$ cat src/rtl/lbm_chunk_scheduler_pkg.sv
// Shared definitions for the LBM chunk scheduler: FSM encoding and defaults.
package lbm_chunk_scheduler_pkg;

  localparam int LBM_NUM_CHUNKS    = 4;
  localparam int LBM_ADDRESS_WIDTH = 10;

  typedef enum logic [2:0] {
    ST_IDLE    = 3'd0,
    ST_PRIME   = 3'd1,
    ST_OVERLAP = 3'd2,
    ST_LAST    = 3'd3,
    ST_FINISH  = 3'd4
  } sched_state_t;

  // Width of a chunk index; a single chunk still needs one bit.
  function automatic int chunk_idx_w(input int n);
    return (n > 1) ? $clog2(n) : 1;
  endfunction

endpackage

$ cat src/rtl/lbm_chunk_scheduler_bank_mux.sv
// Routes the loader and solver BRAM accesses to the two ping-pong banks.
module lbm_bank_mux #(
  parameter int ADDRESS_WIDTH = 10
) (
  input  logic                     ld_req,
  input  logic                     ld_bank,
  input  logic [ADDRESS_WIDTH-1:0] ld_addr,
  input  logic                     ld_we,
  input  logic                     cp_req,
  input  logic                     cp_bank,
  input  logic [ADDRESS_WIDTH-1:0] cp_addr,
  input  logic                     cp_we,
  output logic [ADDRESS_WIDTH-1:0] bank_addr0,
  output logic [ADDRESS_WIDTH-1:0] bank_addr1,
  output logic [1:0]               bank_we
);

  // Loader has priority on a bank; an idle requester never reaches a bank.
  always_comb begin
    bank_addr0 = '0;
    bank_addr1 = '0;
    bank_we    = '0;
    if (ld_req && !ld_bank) begin
      bank_addr0 = ld_addr;
      bank_we[0] = ld_we;
    end else if (cp_req && !cp_bank) begin
      bank_addr0 = cp_addr;
      bank_we[0] = cp_we;
    end
    if (ld_req && ld_bank) begin
      bank_addr1 = ld_addr;
      bank_we[1] = ld_we;
    end else if (cp_req && cp_bank) begin
      bank_addr1 = cp_addr;
      bank_we[1] = cp_we;
    end
  end

endmodule

$ cat src/rtl/lbm_chunk_scheduler.sv
// Double-buffered chunk scheduler: overlaps the load of job k+1 with the
// compute of job k, alternating BRAM banks between consecutive jobs.
module lbm_chunk_scheduler
  import lbm_chunk_scheduler_pkg::*;
#(
  parameter int NUM_CHUNKS    = LBM_NUM_CHUNKS,
  parameter int ADDRESS_WIDTH = LBM_ADDRESS_WIDTH
) (
  input  logic                                 clk,
  input  logic                                 rstn,
  input  logic                                 start,
  input  logic [15:0]                          num_steps,
  output logic                                 chunk_transfer_ready,
  input  logic                                 ld_done,
  output logic                                 ld_bank,
  output logic [chunk_idx_w(NUM_CHUNKS)-1:0]   ld_chunk,
  output logic                                 chunk_compute_ready,
  input  logic                                 cp_done,
  output logic                                 cp_bank,
  output logic [chunk_idx_w(NUM_CHUNKS)-1:0]   cp_chunk,
  input  logic [ADDRESS_WIDTH-1:0]             ld_addr,
  input  logic [ADDRESS_WIDTH-1:0]             cp_addr,
  input  logic                                 ld_we,
  input  logic                                 cp_we,
  output logic [ADDRESS_WIDTH-1:0]             bank_addr0,
  output logic [ADDRESS_WIDTH-1:0]             bank_addr1,
  output logic [1:0]                           bank_we,
  output logic [15:0]                          step_count,
  output logic                                 busy,
  output logic                                 done
);

  localparam int CW = chunk_idx_w(NUM_CHUNKS);
  localparam int JW = 16 + CW + 1;
  localparam logic [CW-1:0] LAST_CHUNK = CW'(NUM_CHUNKS - 1);

  sched_state_t  state;
  logic [15:0]   steps_q;
  logic [JW-1:0] job_k;       // index of the job currently being computed
  logic [CW-1:0] job_chunk;   // chunk of job k
  logic          job_bank;    // bank of job k
  logic          arm;         // raise the requests of the current state next edge
  logic          ld_flag;
  logic          cp_flag;

  logic [JW-1:0] total_jobs;
  logic [CW-1:0] next_chunk;
  logic          ld_hit, cp_hit, ld_ok, cp_ok;

  assign total_jobs = JW'(steps_q) * JW'(NUM_CHUNKS);
  assign next_chunk = (job_chunk == LAST_CHUNK) ? '0 : job_chunk + CW'(1);
  // Completion pulses only count while their request is raised.
  assign ld_hit     = ld_done & chunk_transfer_ready;
  assign cp_hit     = cp_done & chunk_compute_ready;
  assign ld_ok      = ld_flag | ld_hit;
  assign cp_ok      = cp_flag | cp_hit;

  // Scheduler FSM, job counter, step counter and registered request outputs.
  always_ff @(posedge clk or negedge rstn) begin
    if (!rstn) begin
      state                <= ST_IDLE;
      steps_q              <= '0;
      job_k                <= '0;
      job_chunk            <= '0;
      job_bank             <= 1'b0;
      arm                  <= 1'b0;
      ld_flag              <= 1'b0;
      cp_flag              <= 1'b0;
      chunk_transfer_ready <= 1'b0;
      chunk_compute_ready  <= 1'b0;
      ld_bank              <= 1'b0;
      ld_chunk             <= '0;
      cp_bank              <= 1'b0;
      cp_chunk             <= '0;
      step_count           <= '0;
      busy                 <= 1'b0;
      done                 <= 1'b0;
    end else begin
      done <= 1'b0;
      if (cp_hit && cp_chunk == LAST_CHUNK) step_count <= step_count + 16'd1;
      case (state)
        ST_IDLE: begin
          if (start) begin
            steps_q    <= num_steps;
            step_count <= '0;
            job_k      <= '0;
            job_chunk  <= '0;
            job_bank   <= 1'b0;
            ld_flag    <= 1'b0;
            cp_flag    <= 1'b0;
            busy       <= 1'b1;
            if (num_steps == 16'd0) begin
              state <= ST_FINISH;
            end else begin
              state <= ST_PRIME;
              arm   <= 1'b1;
            end
          end
        end
        ST_PRIME: begin
          if (arm) begin
            arm                  <= 1'b0;
            chunk_transfer_ready <= 1'b1;
            ld_chunk             <= job_chunk;
            ld_bank              <= job_bank;
          end else if (ld_hit) begin
            chunk_transfer_ready <= 1'b0;
            arm                  <= 1'b1;
            state                <= (total_jobs > JW'(1)) ? ST_OVERLAP : ST_LAST;
          end
        end
        ST_OVERLAP: begin
          if (arm) begin
            arm                  <= 1'b0;
            chunk_transfer_ready <= 1'b1;
            chunk_compute_ready  <= 1'b1;
            ld_chunk             <= next_chunk;
            ld_bank              <= ~job_bank;
            cp_chunk             <= job_chunk;
            cp_bank              <= job_bank;
          end else begin
            if (ld_hit) begin
              chunk_transfer_ready <= 1'b0;
              ld_flag              <= 1'b1;
            end
            if (cp_hit) begin
              chunk_compute_ready <= 1'b0;
              cp_flag             <= 1'b1;
            end
            if (ld_ok && cp_ok) begin
              ld_flag   <= 1'b0;
              cp_flag   <= 1'b0;
              arm       <= 1'b1;
              job_k     <= job_k + JW'(1);
              job_chunk <= next_chunk;
              job_bank  <= ~job_bank;
              state     <= (job_k + JW'(2) < total_jobs) ? ST_OVERLAP : ST_LAST;
            end
          end
        end
        ST_LAST: begin
          if (arm) begin
            arm                 <= 1'b0;
            chunk_compute_ready <= 1'b1;
            cp_chunk            <= job_chunk;
            cp_bank             <= job_bank;
          end else if (cp_hit) begin
            chunk_compute_ready <= 1'b0;
            state               <= ST_FINISH;
          end
        end
        ST_FINISH: begin
          done  <= 1'b1;
          busy  <= 1'b0;
          state <= ST_IDLE;
        end
        default: state <= ST_IDLE;
      endcase
    end
  end

  lbm_bank_mux #(
    .ADDRESS_WIDTH(ADDRESS_WIDTH)
  ) u_bank_mux (
    .ld_req    (chunk_transfer_ready),
    .ld_bank   (ld_bank),
    .ld_addr   (ld_addr),
    .ld_we     (ld_we),
    .cp_req    (chunk_compute_ready),
    .cp_bank   (cp_bank),
    .cp_addr   (cp_addr),
    .cp_we     (cp_we),
    .bank_addr0(bank_addr0),
    .bank_addr1(bank_addr1),
    .bank_we   (bank_we)
  );

endmodule

$ cat config.mk
export PLATFORM = sky130hd
export DESIGN_NAME = lbm_chunk_scheduler
export DESIGN_NICKNAME = d
export VERILOG_FILES = /design/src/rtl/lbm_chunk_scheduler_pkg.sv /design/src/rtl/lbm_chunk_scheduler_bank_mux.sv /design/src/rtl/lbm_chunk_scheduler.sv
export SDC_FILE = /design/constraint.sdc
export NUM_CORES = 1
export LEC_CHECK = 0
export ABC_AREA = 1
export CAP_MARGIN = 20
export CELL_PAD_IN_SITES_DETAIL_PLACEMENT = 2
export CELL_PAD_IN_SITES_GLOBAL_PLACEMENT = 2
export CORE_MARGIN = 1
export CORE_UTILIZATION = 32
export CTS_BUF_LIST = sky130_fd_sc_hd__clkbuf_4 sky130_fd_sc_hd__clkbuf_8
export CTS_CLUSTER_SIZE = 30
export DETAILED_ROUTE_END_ITERATION = 10
export PLACE_DENSITY = 0.91
export SETUP_SLACK_MARGIN = 0.5
export SLEW_MARGIN = 20
export SYNTH_ARGS = -nofsm -noshare
export SYNTH_HDL_FRONTEND = slang
export SYNTH_SLANG_ARGS = --single-unit
$ cat constraint.sdc
create_clock -name clk -period 4.56 [get_ports clk]
set_clock_uncertainty 0.2 [all_clocks]
set_input_delay 0.684 -clock clk [delete_from_list [all_inputs] [get_ports clk]]
set_output_delay 0.684 -clock clk [all_outputs]
set_load 0.05 [all_outputs]
* After elaboration in Yosys (flattened, before gate mapping)
Cells that the tools add are included.
** Cells by class
- Add/sub/neg operators :: 4
- $lt $le $gt $ge :: 2
- Equality and inequality tests :: 18
- Mux-type cells :: 63
- Bitwise logic cells :: 5
- Reduce and logical (&&, ||, !) cells :: 29
** Operators by type and width (number)
- $mux 19 :: 3
- $mux 16 :: 3
- $mux 10 :: 4
- $pmux 19 s2 :: 1
- $mux 1 :: 29
- $mux 3 :: 8
- $ne 2x2->1 const B :: 10
- $add 19x1->19 const B :: 1
- $add 19x2->19 const B :: 1
- $lt 19x18->1 :: 1
- $gt 18x1->1 const B :: 1
- $add 16x1->16 const B :: 1
- $logic_not 16->1 :: 1
- $mux 2 :: 6
- $pmux 3 s4 :: 1
- $reduce_and 4->1 :: 3
- $pmux 1 s2 :: 5
- $reduce_and 2->1 :: 5
- $reduce_bool 2->1 :: 5
- $pmux 2 s2 :: 2
- $reduce_and 7->1 :: 1
- $eq 3x2->1 const B :: 2
- $logic_and 1x1->1 :: 6
- $ne 3x3->1 const B :: 2
- 13 further kinds :: 19
** Word-level totals
- Bits in registers :: 70
- Input bits :: 43
- Output and inout bits :: 48
- Word-level logic and storage cells :: 138

* Longest topological paths before layout
- Depth after elaboration :: 6
- Depth in mapped cells :: 23
- Mapped depth without buffers :: 23

* Hierarchy
From an unflattened synthesis, not the netlist that was laid out.
** Second synthesis, totals
- Cells, all modules :: 587
- Area, all modules :: 4374.2 um^2
** By module, submodules not included
- lbm_chunk_scheduler :: instances 1, cells each 506, area each 4016.4 um^2, seq. area each 1751.7 um^2
- lbm_bank_mux :: instances 1, cells each 81, area each 357.8 um^2, seq. area each 0.0 um^2

* Worst setup path before layout
OpenSTA, ideal clock, no wires.
- Kind :: reg-to-output
- Start :: reg chunk_transfer_ready
- End :: out bank_addr0[0]
- Data arrival time :: 1.994 ns
- Data required time :: 3.676 ns
- Path slack :: 1.682 ns
- Stages on the path, launching flop included :: 5
- Path buffers :: 1
- Cells stage by stage :: dfrtp_1 -> inv_1 -> or2_2 -> clkbuf_1 -> o22ai_1
** Between the ends
- Word-level cells in the longest chain between the ends :: 2
** Ends and longest elaborated chain
- from (decl) :: RTL line lbm_chunk_scheduler.sv:13 : output logic chunk_transfer_ready,
- from (signal assigned) :: RTL line lbm_chunk_scheduler.sv:69 : chunk_transfer_ready <= 1'b0;
- from (signal assigned) :: RTL line lbm_chunk_scheduler.sv:103 : chunk_transfer_ready <= 1'b1;
- from (signal assigned) :: RTL line lbm_chunk_scheduler.sv:107 : chunk_transfer_ready <= 1'b0;
- $logic_and 1x1->1 :: RTL line lbm_chunk_scheduler_bank_mux.sv:23 : if (ld_req && !ld_bank) begin
- $mux 10 :: RTL line lbm_chunk_scheduler_bank_mux.sv:23
- to (decl) :: RTL line lbm_chunk_scheduler.sv:25 : output logic [ADDRESS_WIDTH-1:0] bank_addr0,
Every way passes these cells.

* Worst setup path after layout
- Start :: reg chunk_transfer_ready
- End :: out bank_addr1[8]
** Between the ends
- Word-level cells in the longest chain between the ends :: 2
** Ends and longest elaborated chain
- $logic_and 1x1->1 :: RTL line lbm_chunk_scheduler_bank_mux.sv:30 : if (ld_req && ld_bank) begin
- $mux 10 :: RTL line lbm_chunk_scheduler_bank_mux.sv:30
- to (decl) :: RTL line lbm_chunk_scheduler.sv:26 : output logic [ADDRESS_WIDTH-1:0] bank_addr1,
Every way passes these cells.

==> results by group <==
Power
  – Maximum VDD drop: between 200 and 250 uV
  – Int Power: 0.001558 W
  – Cell Pwr Density: roughly 550 mW/mm^2
  – Psw: between 0.0015 and 0.002 W
  – Sequential Power Share: 29.1%
  – Sw frac: roughly 50%
  – Clock share of power: about a fifth
  – Pleak: between 2 and 3 nW
  – Logic pwr share: approximately 52%

Route
  – Vias/cell: roughly 5.1
  – Detail Route Antenna Nets: 0
  – Routed len/inst: 18.53 um
  – Drt pass-1 iters: 4
  – DRT Wirelength: 15.46 mm
  – 1st-iter DRT viols: approximately 130
  – DRC: 0
  – Via count: approximately 4300

Setup path
  – Worst setup endpoint: bank_addr1[8]
  – CP arrival: 2.85 ns
  – Crit path launch: chunk_transfer_ready
  – R2r startpoint: job_k[1]
  – Req. time, crit path: approximately 3.7 ns
  – CP Depth: 4
  – Reg2reg path depth: 22
  – Cells along the critical path: nand2_1 -> nand3_1 -> o22ai_1 -> clkdlybuf4s50_1
  – Crit-path max FO: 12
  – Crit path buffers/inverters: 1
  – R2R Setup Slk: approximately 1.4 ns
  – Worst Setup Start Kind: register
  – CP top delay family: simple AND/OR/NAND/NOR gates
  – Kind of critical path: reg -> out
  – Slowest cell on crit path: clkdlybuf4s50_1
  – R2R Path End: state[0]
  – CP peak stage delay: around 0.86 ns
  – Worst setup EP type: output port

Yosys
  – Synth warn: 0
  – Top cell type's share of synthesized area: slightly above 40%
  – Mean Syn Cell Area: slightly below 8 sq um
  – Seq cells post-synth: 70
  – Syn nets: 623
  – Ranking of synthesized cells by area: dfrtp_1 41%, nand2_1 9.6%, inv_1 8.5%
  – Register area share after synthesis: between 40 and 50%
  – Yosys top cell by area: dfrtp_1
  – Number of synthesized flops with an enable pin: 0
  – Post-Synthesis Cells: 560
  – Most common flop cell mapped by yosys: dfrtp_1
  – Post-Syn Area: between 0.004 and 0.005 sq mm
  – Async SR Flop Fraction: between 90% and 100%
  – Cell variety after synth: 40

Cells and area
  – Ant. Diodes: 0
  – Final instance area: approximately 0.0056 sq mm
  – Commonest non-fill, non-tap cell in the layout: nand2_1
  – Most frequent cells in the layout: 110 x nand2_1, 98 x inv_1, 89 x clkdlybuf4s50_1
  – Layout cells sized above 1: roughly 7.9%
  – Layout Nets: between 700 and 800
  – Area growth syn-to-layout: 30.18%

Global route
  – Busiest grt layer: met2
  – First-pass GRT wire length: approximately 25 mm
  – Grt ovf: 0
  – Routing usage on met3: around 4.4%
  – Grt met1 use: a little over a quarter
  – Overall global routing resource usage: 23.43%
  – Antenna violations before repair: 0
  – Number of global-route vias before repair: 4859
  – Largest net degree at the start of global routing: 37
  – Met2 Usage GRT: around 44%

Floorplanning
  – Die height: about 120 um
  – Core area: roughly 0.013 sq mm
  – IO Pins: 91
  – Width of the die: 118.1 um
  – Die Footprint: about 0.014 sq mm
  – Core Rows: 42
  – Starting density of the core: between 30% and 40%

Clocking
  – Worst skew pair latency: 0.37 ns
  – Hold_buf cts: 0
  – Clock sink count: 70
  – CTS Buf Count: 9
  – Worst-path clk slew: 0.08 ns
  – CTS resizes: 0
  – Max clock buf depth: 2
  – Post-CTS Setup Inserts: 0
  – Htree depth: 3
  – Root Buffer Master: clkbuf_8
  – CTS tree: done

Job
  – Max cap viols: 0

Placed design
  – Placed inst area: 0.005405 sq mm
  – Post-DP HPWL: around 12 mm
  – Routability Congestion: approximately 0.87
  – Dpl ws: approximately 1.2 ns
  – Port bufs: 90

STA
  – Final setup TNS: 0 ns
  – F_max: approximately 270 MHz
  – Crit path time final: 3.739 ns
  – Max-slew headroom at the worst pin: about two fifths
  – Setup Viol. Count Final: 0
  – Final Hold Viols: 0
  – Setup WS post-layout: a little over 0.8 ns
  – Fin crit share: slightly above 80%
  – Slew @ Worst Pin: about 0.9 ns
  – RSZ-0062 raised after global routing: no
  – Slew Viols, Final: 0

Min path
  – Hold/Removal Path Class: in -> async

Run status
  – Status: finished, final reports clean
sequential cells by signal, summed over array words and instances (netlist names):
| name | cells |
|---|---|
| ld_flag | 1 |
| cp_bank | 1 |
| cp_flag | 1 |
| arm | 1 |
| chunk_compute_ready | 1 |
| job_k | 19 |
| chunk_transfer_ready | 1 |
| steps_q | 16 |
| ld_bank | 1 |
| state | 3 |
| step_count | 16 |
| ld_chunk | 2 |
| job_bank | 1 |
| done | 1 |
| cp_chunk | 2 |
| busy | 1 |
| job_chunk | 2 |
stage by stage:
stage	hold slack (ns)	utilization, %	total power [W]	std cells
2_1_floorplan	0.1884	-	0.001933	560
3_3_place_gp	0.2779	40.98	0.002382	818
5_1_grt	0.2732	42.59	0.003268	834
4_1_cts	0.2454	42.59	0.003108	834
6_report	0.2246	42.59	0.003076	834
3_5_place_dp	0.2990	40.98	0.002515	818
metal layers:
| layer | wire length [um] | part of all wire, % |
|---|---|---|
| met1 | 6435 | 42 |
| met2 | 8219 | 53 |
| met3 | 512 | 3.3 |
| met4 | 290 | 1.9 |
| met5 | 0 | 0 |
logic make-up (layout without fill, tap and decap cells):
kind of cell    after synthesis  in the layout  synth area share (%)
compound gates              115            115                 15.08
xor+xnor                     15             15                 3.044
fa+ha+maj                    20             20                 5.799
buf+inv                     112            210                 9.858
flops                        70             70                 40.59
mux                           2              2                0.5219
simple gates                226            226                 25.11
final cells by class:
type	instances	area, sq um
sequential	70	1752
tap	176	220.2
multi-input combinational	378	2138
clock buffer	9	123.9
fill	1497	7572
inverter	102	384.1
timing repair buffer	92	910.9
clock inverter	7	88.84
synthesized netlist by cell type (3+ instances only):
| master | count |
|---|---|
| ha_1 | 20 |
| inv_1 | 98 |
| nand3_1 | 20 |
| buf_2 | 3 |
| nor4_1 | 8 |
| o22ai_1 | 23 |
| o21a_1 | 4 |
| inv_2 | 3 |
| nand4_1 | 9 |
| nand2_2 | 4 |
| clkbuf_1 | 7 |
| dfrtp_1 | 70 |
| nor2_2 | 4 |
| xor2_1 | 14 |
| nand3_2 | 3 |
| a21oi_1 | 26 |
| nor2_1 | 38 |
| nand2_1 | 110 |
| nand2_4 | 3 |
| nor2_4 | 4 |
| nor3b_1 | 3 |
| nor3_1 | 11 |
| o21ai_0 | 49 |
| a31oi_1 | 4 |
how the worst min path moves through the flow:
stage / to / cells after the start / from
2_1_floorplan: arm / 0 / rstn
3_3_place_gp: cp_flag / 1 / cp_flag
3_5_place_dp: ld_flag / 1 / ld_flag
4_1_cts: step_count[7] / 1 / rstn
5_1_grt: job_k[18] / 1 / rstn
6_report: job_k[18] / 1 / rstn
power by group through the flow:
stage,sequential (W),clock (W),combinational [W]
finish,0.000894,0.000579,0.00160
global route,0.000912,0.000618,0.00174
CTS,0.000896,0.000589,0.00162
detailed placement,0.000903,0,0.00161
global placement,0.000882,0,0.00150
floorplan,0.000980,0,0.000953
(Power assumes the default switching activity.)
